**src/rtl/mem_stage_lsu_if.sv**
```systemverilog
// rtl/mem_stage_lsu_if.sv - D-cache request/response bus between the MEM-stage LSU and the data cache
interface mem_stage_lsu_if #(
   parameter int ADDR_W = 32
);
   logic              dcache_en_read_out;
   logic              dcache_en_write_out;
   logic [3:0]        dcache_byte_en_out;
   logic [ADDR_W-1:0] dcache_addr_out;
   logic [31:0]       dcache_wdata_out;
   logic [31:0]       dcache_rdata_in;
   logic              dcache_ready_in;

   modport master (
      output dcache_en_read_out, dcache_en_write_out, dcache_byte_en_out,
             dcache_addr_out, dcache_wdata_out,
      input  dcache_rdata_in, dcache_ready_in
   );

   modport slave (
      input  dcache_en_read_out, dcache_en_write_out, dcache_byte_en_out,
             dcache_addr_out, dcache_wdata_out,
      output dcache_rdata_in, dcache_ready_in
   );
endinterface

```
**src/rtl/mem_stage_lsu.sv**
```systemverilog
// rtl/mem_stage_lsu.sv - MEM-stage load/store unit with D-cache request FSM and wait timeout
// Optional misaligned-access trap enabled by defining MEM_MISALIGN_TRAP_EN.
module mem_stage_lsu #(
   parameter int          ADDR_W   = 32,
   parameter int          REG_W    = 5,
   parameter int unsigned MAX_WAIT = 255
) (
   input  logic              clk,
   input  logic              rst_n,
   input  logic [ADDR_W-1:0] alu_result_in,
   input  logic [31:0]       reg_data2_in,
   input  logic [REG_W-1:0]  dest_reg_in,
   input  logic              mem_read_in,
   input  logic              mem_write_in,
   input  logic [1:0]        mem_size_in,
   input  logic              mem_unsigned_in,
   input  logic              mem_to_reg_in,
   input  logic              reg_write_in,
   mem_stage_lsu_if.master   dc,
   output logic [31:0]       mem_data_out,
   output logic [ADDR_W-1:0] alu_result_out,
   output logic [REG_W-1:0]  dest_reg_out,
   output logic              mem_to_reg_out,
   output logic              reg_write_out,
   output logic              mem_stall_out,
   output logic              bus_err_out,
   output logic              misalign_exc_out
);
   localparam logic [1:0] S_IDLE   = 2'd0;
   localparam logic [1:0] S_ACCESS = 2'd1;
   localparam logic [1:0] S_DONE   = 2'd2;
   localparam int CW = (MAX_WAIT < 2) ? 1 : $clog2(MAX_WAIT + 1);

   logic [1:0]        state_q, state_d;
   logic [CW-1:0]     wait_q, wait_d;
   logic [ADDR_W-1:0] addr_q, addr_d;
   logic [1:0]        size_q, size_d;
   logic              uns_q, uns_d, rd_q, rd_d, wr_q, wr_d;
   logic [31:0]       wdata_q, wdata_d, load_data_q, load_data_d;
   logic [3:0]        be_q, be_d;
   logic              err_q, err_d, mis_q, mis_d;

   logic              mop, trap, timeout_hit, in_access, in_done;
   logic [1:0]        a;
   logic [3:0]        be_in;
   logic [31:0]       wdata_in, ext;
   logic [7:0]        b_sel;
   logic [15:0]       h_sel;

   assign mop = mem_read_in | mem_write_in;
   assign a   = alu_result_in[1:0];

`ifdef MEM_MISALIGN_TRAP_EN
   assign trap = mop & ((mem_size_in == 2'b01) ? a[0] : ((mem_size_in == 2'b00) ? 1'b0 : |a));
`else
   assign trap = 1'b0;
`endif

   // Lane enables only look at the alignment-relevant address bits.
   always_comb begin
      be_in    = 4'b1111;
      wdata_in = reg_data2_in;
      case (mem_size_in)
         2'b00: begin
            be_in    = 4'b0001 << a;
            wdata_in = {4{reg_data2_in[7:0]}};
         end
         2'b01: begin
            be_in    = a[1] ? 4'b1100 : 4'b0011;
            wdata_in = {2{reg_data2_in[15:0]}};
         end
         default: begin
            be_in    = 4'b1111;
            wdata_in = reg_data2_in;
         end
      endcase
   end

   always_comb begin
      case (addr_q[1:0])
         2'd0:    b_sel = dc.dcache_rdata_in[7:0];
         2'd1:    b_sel = dc.dcache_rdata_in[15:8];
         2'd2:    b_sel = dc.dcache_rdata_in[23:16];
         default: b_sel = dc.dcache_rdata_in[31:24];
      endcase
      h_sel = addr_q[1] ? dc.dcache_rdata_in[31:16] : dc.dcache_rdata_in[15:0];
      case (size_q)
         2'b00:   ext = {{24{b_sel[7] & ~uns_q}}, b_sel};
         2'b01:   ext = {{16{h_sel[15] & ~uns_q}}, h_sel};
         default: ext = dc.dcache_rdata_in;
      endcase
   end

   assign timeout_hit = (MAX_WAIT != 0) && ((32'(wait_q) + 32'd1) == MAX_WAIT);

   always_comb begin
      state_d     = state_q;
      wait_d      = wait_q;
      addr_d      = addr_q;
      size_d      = size_q;
      uns_d       = uns_q;
      rd_d        = rd_q;
      wr_d        = wr_q;
      wdata_d     = wdata_q;
      be_d        = be_q;
      load_data_d = load_data_q;
      err_d       = err_q;
      mis_d       = mis_q;
      case (state_q)
         S_IDLE: begin
            if (mop) begin
               addr_d  = alu_result_in;
               size_d  = mem_size_in;
               uns_d   = mem_unsigned_in;
               wr_d    = mem_write_in;
               rd_d    = ~mem_write_in;
               wdata_d = wdata_in;
               be_d    = be_in;
               wait_d  = '0;
               err_d   = 1'b0;
               mis_d   = trap;
               state_d = trap ? S_DONE : S_ACCESS;
            end
         end
         S_ACCESS: begin
            wait_d = wait_q + CW'(1);
            // Ready on the final allowed cycle still wins over the timeout.
            if (dc.dcache_ready_in) begin
               if (rd_q) load_data_d = ext;
               state_d = S_DONE;
            end else if (timeout_hit) begin
               err_d   = 1'b1;
               state_d = S_DONE;
            end
         end
         default: state_d = S_IDLE;
      endcase
   end

   always_ff @(posedge clk) begin
      if (!rst_n) begin
         state_q     <= S_IDLE;
         wait_q      <= '0;
         addr_q      <= '0;
         size_q      <= 2'b00;
         uns_q       <= 1'b0;
         rd_q        <= 1'b0;
         wr_q        <= 1'b0;
         wdata_q     <= '0;
         be_q        <= 4'b0000;
         load_data_q <= '0;
         err_q       <= 1'b0;
         mis_q       <= 1'b0;
      end else begin
         state_q     <= state_d;
         wait_q      <= wait_d;
         addr_q      <= addr_d;
         size_q      <= size_d;
         uns_q       <= uns_d;
         rd_q        <= rd_d;
         wr_q        <= wr_d;
         wdata_q     <= wdata_d;
         be_q        <= be_d;
         load_data_q <= load_data_d;
         err_q       <= err_d;
         mis_q       <= mis_d;
      end
   end

   // Outputs are gated by rst_n so a reset drops the request in the same cycle.
   assign in_access = rst_n & (state_q == S_ACCESS);
   assign in_done   = rst_n & (state_q == S_DONE);

   assign dc.dcache_en_read_out  = in_access & rd_q;
   assign dc.dcache_en_write_out = in_access & wr_q;
   assign dc.dcache_byte_en_out  = in_access ? be_q : 4'b0000;
   assign dc.dcache_addr_out     = addr_q;
   assign dc.dcache_wdata_out    = wdata_q;

   assign mem_stall_out    = rst_n & (((state_q == S_IDLE) & mop) | (state_q == S_ACCESS));
   assign bus_err_out      = in_done & err_q & ~mis_q;
   assign misalign_exc_out = in_done & mis_q;
   assign mem_data_out     = (in_done & ~mis_q) ? load_data_q : 32'd0;
   assign reg_write_out    = reg_write_in & ~((state_q == S_DONE) & (err_q | mis_q));

   assign alu_result_out = alu_result_in;
   assign dest_reg_out   = dest_reg_in;
   assign mem_to_reg_out = mem_to_reg_in;
endmodule
```
**src/flat_wrapper.sv**
```systemverilog
// flat-port wrapper written by rule: the top's interface ports become plain ports
module mem_stage_lsu_flat 
#(
   parameter int          ADDR_W   = 32,
   parameter int          REG_W    = 5,
   parameter int unsigned MAX_WAIT = 255
)
  (clk, rst_n, alu_result_in, reg_data2_in, dest_reg_in, mem_read_in, mem_write_in, mem_size_in, mem_unsigned_in, mem_to_reg_in, reg_write_in, mem_data_out, alu_result_out, dest_reg_out, mem_to_reg_out, reg_write_out, mem_stall_out, bus_err_out, misalign_exc_out, dc_dcache_en_read_out, dc_dcache_en_write_out, dc_dcache_byte_en_out, dc_dcache_addr_out, dc_dcache_wdata_out, dc_dcache_rdata_in, dc_dcache_ready_in);
  mem_stage_lsu_if #(.ADDR_W(ADDR_W)) dc_i ();
  input  logic clk;
  input  logic rst_n;
  input  logic [ADDR_W-1:0] alu_result_in;
  input  logic [31:0] reg_data2_in;
  input  logic [REG_W-1:0] dest_reg_in;
  input  logic mem_read_in;
  input  logic mem_write_in;
  input  logic [1:0] mem_size_in;
  input  logic mem_unsigned_in;
  input  logic mem_to_reg_in;
  input  logic reg_write_in;
  output logic [31:0] mem_data_out;
  output logic [ADDR_W-1:0] alu_result_out;
  output logic [REG_W-1:0] dest_reg_out;
  output logic mem_to_reg_out;
  output logic reg_write_out;
  output logic mem_stall_out;
  output logic bus_err_out;
  output logic misalign_exc_out;
  output wire logic [$bits(dc_i.dcache_en_read_out)-1:0] dc_dcache_en_read_out;
  output wire logic [$bits(dc_i.dcache_en_write_out)-1:0] dc_dcache_en_write_out;
  output wire logic [$bits(dc_i.dcache_byte_en_out)-1:0] dc_dcache_byte_en_out;
  output wire logic [$bits(dc_i.dcache_addr_out)-1:0] dc_dcache_addr_out;
  output wire logic [$bits(dc_i.dcache_wdata_out)-1:0] dc_dcache_wdata_out;
  input wire logic [$bits(dc_i.dcache_rdata_in)-1:0] dc_dcache_rdata_in;
  input wire logic [$bits(dc_i.dcache_ready_in)-1:0] dc_dcache_ready_in;
  assign dc_dcache_en_read_out = dc_i.dcache_en_read_out;
  assign dc_dcache_en_write_out = dc_i.dcache_en_write_out;
  assign dc_dcache_byte_en_out = dc_i.dcache_byte_en_out;
  assign dc_dcache_addr_out = dc_i.dcache_addr_out;
  assign dc_dcache_wdata_out = dc_i.dcache_wdata_out;
  assign dc_i.dcache_rdata_in = dc_dcache_rdata_in;
  assign dc_i.dcache_ready_in = dc_dcache_ready_in;
  mem_stage_lsu #(.ADDR_W(ADDR_W), .REG_W(REG_W), .MAX_WAIT(MAX_WAIT)) u_core (.clk(clk), .rst_n(rst_n), .alu_result_in(alu_result_in), .reg_data2_in(reg_data2_in), .dest_reg_in(dest_reg_in), .mem_read_in(mem_read_in), .mem_write_in(mem_write_in), .mem_size_in(mem_size_in), .mem_unsigned_in(mem_unsigned_in), .mem_to_reg_in(mem_to_reg_in), .reg_write_in(reg_write_in), .dc(dc_i), .mem_data_out(mem_data_out), .alu_result_out(alu_result_out), .dest_reg_out(dest_reg_out), .mem_to_reg_out(mem_to_reg_out), .reg_write_out(reg_write_out), .mem_stall_out(mem_stall_out), .bus_err_out(bus_err_out), .misalign_exc_out(misalign_exc_out));
endmodule
```
**config.mk**
```make
export PLATFORM = sky130hd
export DESIGN_NAME = mem_stage_lsu_flat
export DESIGN_NICKNAME = d
export VERILOG_FILES = /design/src/rtl/mem_stage_lsu_if.sv /design/src/rtl/mem_stage_lsu.sv /design/src/flat_wrapper.sv
export SDC_FILE = /design/constraint.sdc
export NUM_CORES = 1
export LEC_CHECK = 0
export BUFFER_PORTS_ARGS = -buffer_cell sky130_fd_sc_hd__buf_4
export CORE_AREA = 2 2 107 120
export DETAILED_ROUTE_END_ITERATION = 7
export DIE_AREA = 0 0 109 122
export GPL_ROUTABILITY_DRIVEN = 0
export PLACE_DENSITY = 0.8
export SLEW_MARGIN = 40
export SYNTH_ARGS = -nofsm -noshare
export SYNTH_HDL_FRONTEND = slang
export SYNTH_SLANG_ARGS = --single-unit
```
**constraint.sdc**
```tcl
create_clock -name clk -period 2 [get_ports clk]
set_input_delay 0.1 -clock clk [delete_from_list [all_inputs] [get_ports clk]]
set_output_delay 0.1 -clock clk [all_outputs]
set_load 0.005 [all_outputs]
```
==> results by group <==
Setup path
  – Data required time of the worst path: 1.90 ns
  – R2R depth: 5
  – CP Max Fanout: 33
  – Worst setup path startpoint: u_core.state_q[1]
  – Slack of the worst reg-to-reg path: 0.16 ns
  – Launch point of the worst reg-to-reg path: u_core.dc.dcache_addr_out[1]
  – CP endpoint kind: output port
  – Crit path DAT: 1.80 ns
  – Critical Path Source Type: register
  – RR Endpoint: u_core.load_data_q[21]
  – Setup CP Type: register to output port
  – CP endpoint: mem_data_out[15]

Clocking
  – CTS Buf Count: 17
  – Clock Sinks: 116
  – Clock Path Buffers: 2
  – CTS tree: built
  – Register clock-pin slew on the reported worst setup and hold paths: 0.05 ns
  – Skew-Pair Late Insertion Delay: 0.41 ns
  – Root Buffer: clkbuf_16
  – CTS HTree Levels: 4

Detailed routing
  – Final ANT Viol Nets: 0
  – DRC Markers: 0
  – Drt first pass iters: 5
  – Wire per inst: 16.6 microns
  – Via Count: 6296
  – DR iter-0 viols: 387
  – WL final: 19200 microns
  – DR vias/cell: 5.44

Floorplan
  – Placeable Area: 12200 sq um
  – Die outline width: 109 microns
  – Die area: 13300 sq um
  – Row count: 43
  – Die Span Y: 122 microns
  – Initial Util: 46.5%
  – I/O pin count: 255

Logic synthesis
  – Synth area leaders: dfxtp_1 41%, nand2_1 10%, a21oi_1 9.1%
  – EDFF count, synth: 0
  – Cell Area, Synth: 5680 sq um
  – Synth Flop Type: dfxtp_1
  – Share of the synthesized area in the top cell type: 40.9%
  – Syn_area_per_cell: 7.72 sq um
  – #FFs+latches synth: 116
  – Post-synth ARST share: 0%
  – Gate Count Post-Synth: 736
  – Netlist cell types: 51
  – Yosys warns: 0
  – Synthesized net count: 849
  – Area leader, netlist: dfxtp_1
  – Register area share after synthesis: 40.9%

Global route
  – GRT Total Usage: 28.3%
  – GR Overflow Total: 0
  – Largest net degree at the start of global routing: 68
  – Initial antenna violation count: 1
  – Vias in the first global route: 5959
  – First-pass GRT wire length: 29500 microns

Final layout
  – Final Util: 71.1%
  – Layout net count: 1102
  – ANT cells: 0
  – Fillcell total: 934
  – Layout area overhead: 52.8%
  – Commonest non-fill, non-tap cell in the layout: buf_4
  – Commonest non-fill, non-tap cells in the layout: 257 x buf_4, 156 x nand2_1, 116 x dfxtp_1, 103 x a21oi_1, 70 x dlygate4sd3_1
  – Share of cells above drive strength 1: 29.8%

STA
  – Slew HR: 60.8%
  – Setup Viol. Count Final: 0
  – Final hold vios: 0
  – Worst-case clock skew: 0.00880 ns
  – Slew @ Worst Pin: 0.585 ns
  – F_max: 0.528 GHz
  – TNS Setup: 0 ns
  – Fin. max-slew vios: 0
  – Worst Hold Margin: 0.0154 ns
  – Unrepaired setup endpoints after global routing: no
  – Min Tclk post-route: 1.90 ns
  – Period Utilization, post-route: 94.8%

Worst hold path
  – HP Class: input port to register

Placement
  – DP HPWL: 12200 microns
  – # port buffers: 241

Job
  – Maxcap violations: 0

Pwr
  – Overall power: 7.28 mW
  – Power Density: 839 nW/um^2
  – Pleak: 3.88 nW
  – Maximum vdd ir drop: 0.649 mV

Run status
  – Status: finished clean
==> cell usage after synthesis, drive strengths merged (2+ instances only) <==
cell type and instances:
o221ai 6, nand2b 5, nand2 156, a21oi 105
a21o 2, nor3b 7, nor2b 6, nand3b 2
o21ai 49, inv 12, buf 51, a31oi 5
and3 9, a311oi 10, mux2i 23, nor2 35
o211ai 9, a22oi 9, nor3 6, ha 2
xor2 2, and2 34, nand4b 2, clkbuf 44
dfxtp 116, a211oi 9, nand3 2
==> final cells by class <==
type / instances / area (sq um) / area share (%)
multi-input cells: 512 / 2810 / 32.4
repair buffers: 329 / 2670 / 30.8
flip-flops and latches: 116 / 2320 / 26.8
clock buffers: 20 / 447 / 5.15
well taps: 157 / 196 / 2.26
clock inverters: 11 / 183 / 2.10
inverters: 13 / 48.8 / 0.562
==> metrics by stage <==
step                instance area [sq um]  setup WS, ns  instances
finish                               8680         0.105       1158
global route                         8680       0.00596       1158
CTS                                  8660         0.108       1157
detailed placement                   7340         0.186       1057
global placement                     7340         0.204       1057
floorplan                            5680         0.244        736
==> where the power goes <==
part	leakage, nW	internal (mW)	switching, mW
clock	0.309	2.22	1.06
sequential	0.952	2.50	0.108
combinational	2.62	0.688	0.703
==> per-layer routing <==
| metal | vias to the layer above | share of wire (%) | global-route usage (%) | routed length (microns) |
|---|---|---|---|---|
| met5 | - | 0.063 | 0 | 12 |
| met4 | 2 | 3.2 | 13.1 | 623 |
| met3 | 47 | 9.4 | 9.36 | 1790 |
| met2 | 333 | 49 | 48.8 | 9470 |
| met1 | 2921 | 38 | 31.3 | 7280 |
| li1 | 2993 | - | - | - |
==> worst min-delay path by stage <==
stage                             end  cells after the start                   start
3_3_place_gp          dest_reg_out[2]                      0          dest_reg_in[2]
2_1_floorplan       u_core.state_q[0]                      1      dc_dcache_ready_in
4_1_cts        u_core.load_data_q[23]                      3  dc_dcache_rdata_in[23]
6_report       u_core.load_data_q[14]                      3  dc_dcache_rdata_in[14]
3_5_place_dp          dest_reg_out[2]                      0          dest_reg_in[2]
5_1_grt        u_core.load_data_q[26]                      3  dc_dcache_rdata_in[26]
==> logic make-up after synthesis <==
| logic type | after synthesis | share of synthesized area [%] |
|---|---|---|
| flops | 116 | 40.9 |
| other cells | 1 | 0.0660 |
| fa+ha+maj | 2 | 0.440 |
| mux | 25 | 4.65 |
| simple gates | 266 | 21.0 |
| compound gates | 215 | 22.4 |
| xor+xnor | 3 | 0.463 |
| buf+inv | 108 | 10.0 |
==> flip-flops by register name, summed over array words and instances, names as in the netlist <==
signal and count:
u_core.wait_q 8, u_core.rd_q 1, u_core.size_q 2, u_core.state_q 2
u_core.uns_q 1, u_core.dc.dcache_addr_out 32, u_core.err_q 1, u_core.dc.dcache_wdata_out 32
u_core.be_q 4, u_core.wr_q 1, u_core.load_data_q 32
==> worst max-delay path, stage by stage, from the launching register on <==
cell and delay (ns):
dfxtp_1 0.55, and3_1 0.22, buf_4 0.28, and2_1 0.21
buf_4 0.12
==> timing repair <==
| item | CTS | global route |
|---|---|---|
| hold buffers | 69 | 1 |
| buffers inserted | 0 | 0 |
| hold endpoints to repair | 73 | 1 |
| gates resized for setup | 0 | 1 |
| setup endpoints to repair | 0 | 2 |
Note: power is estimated with default switching activity, not from simulation.
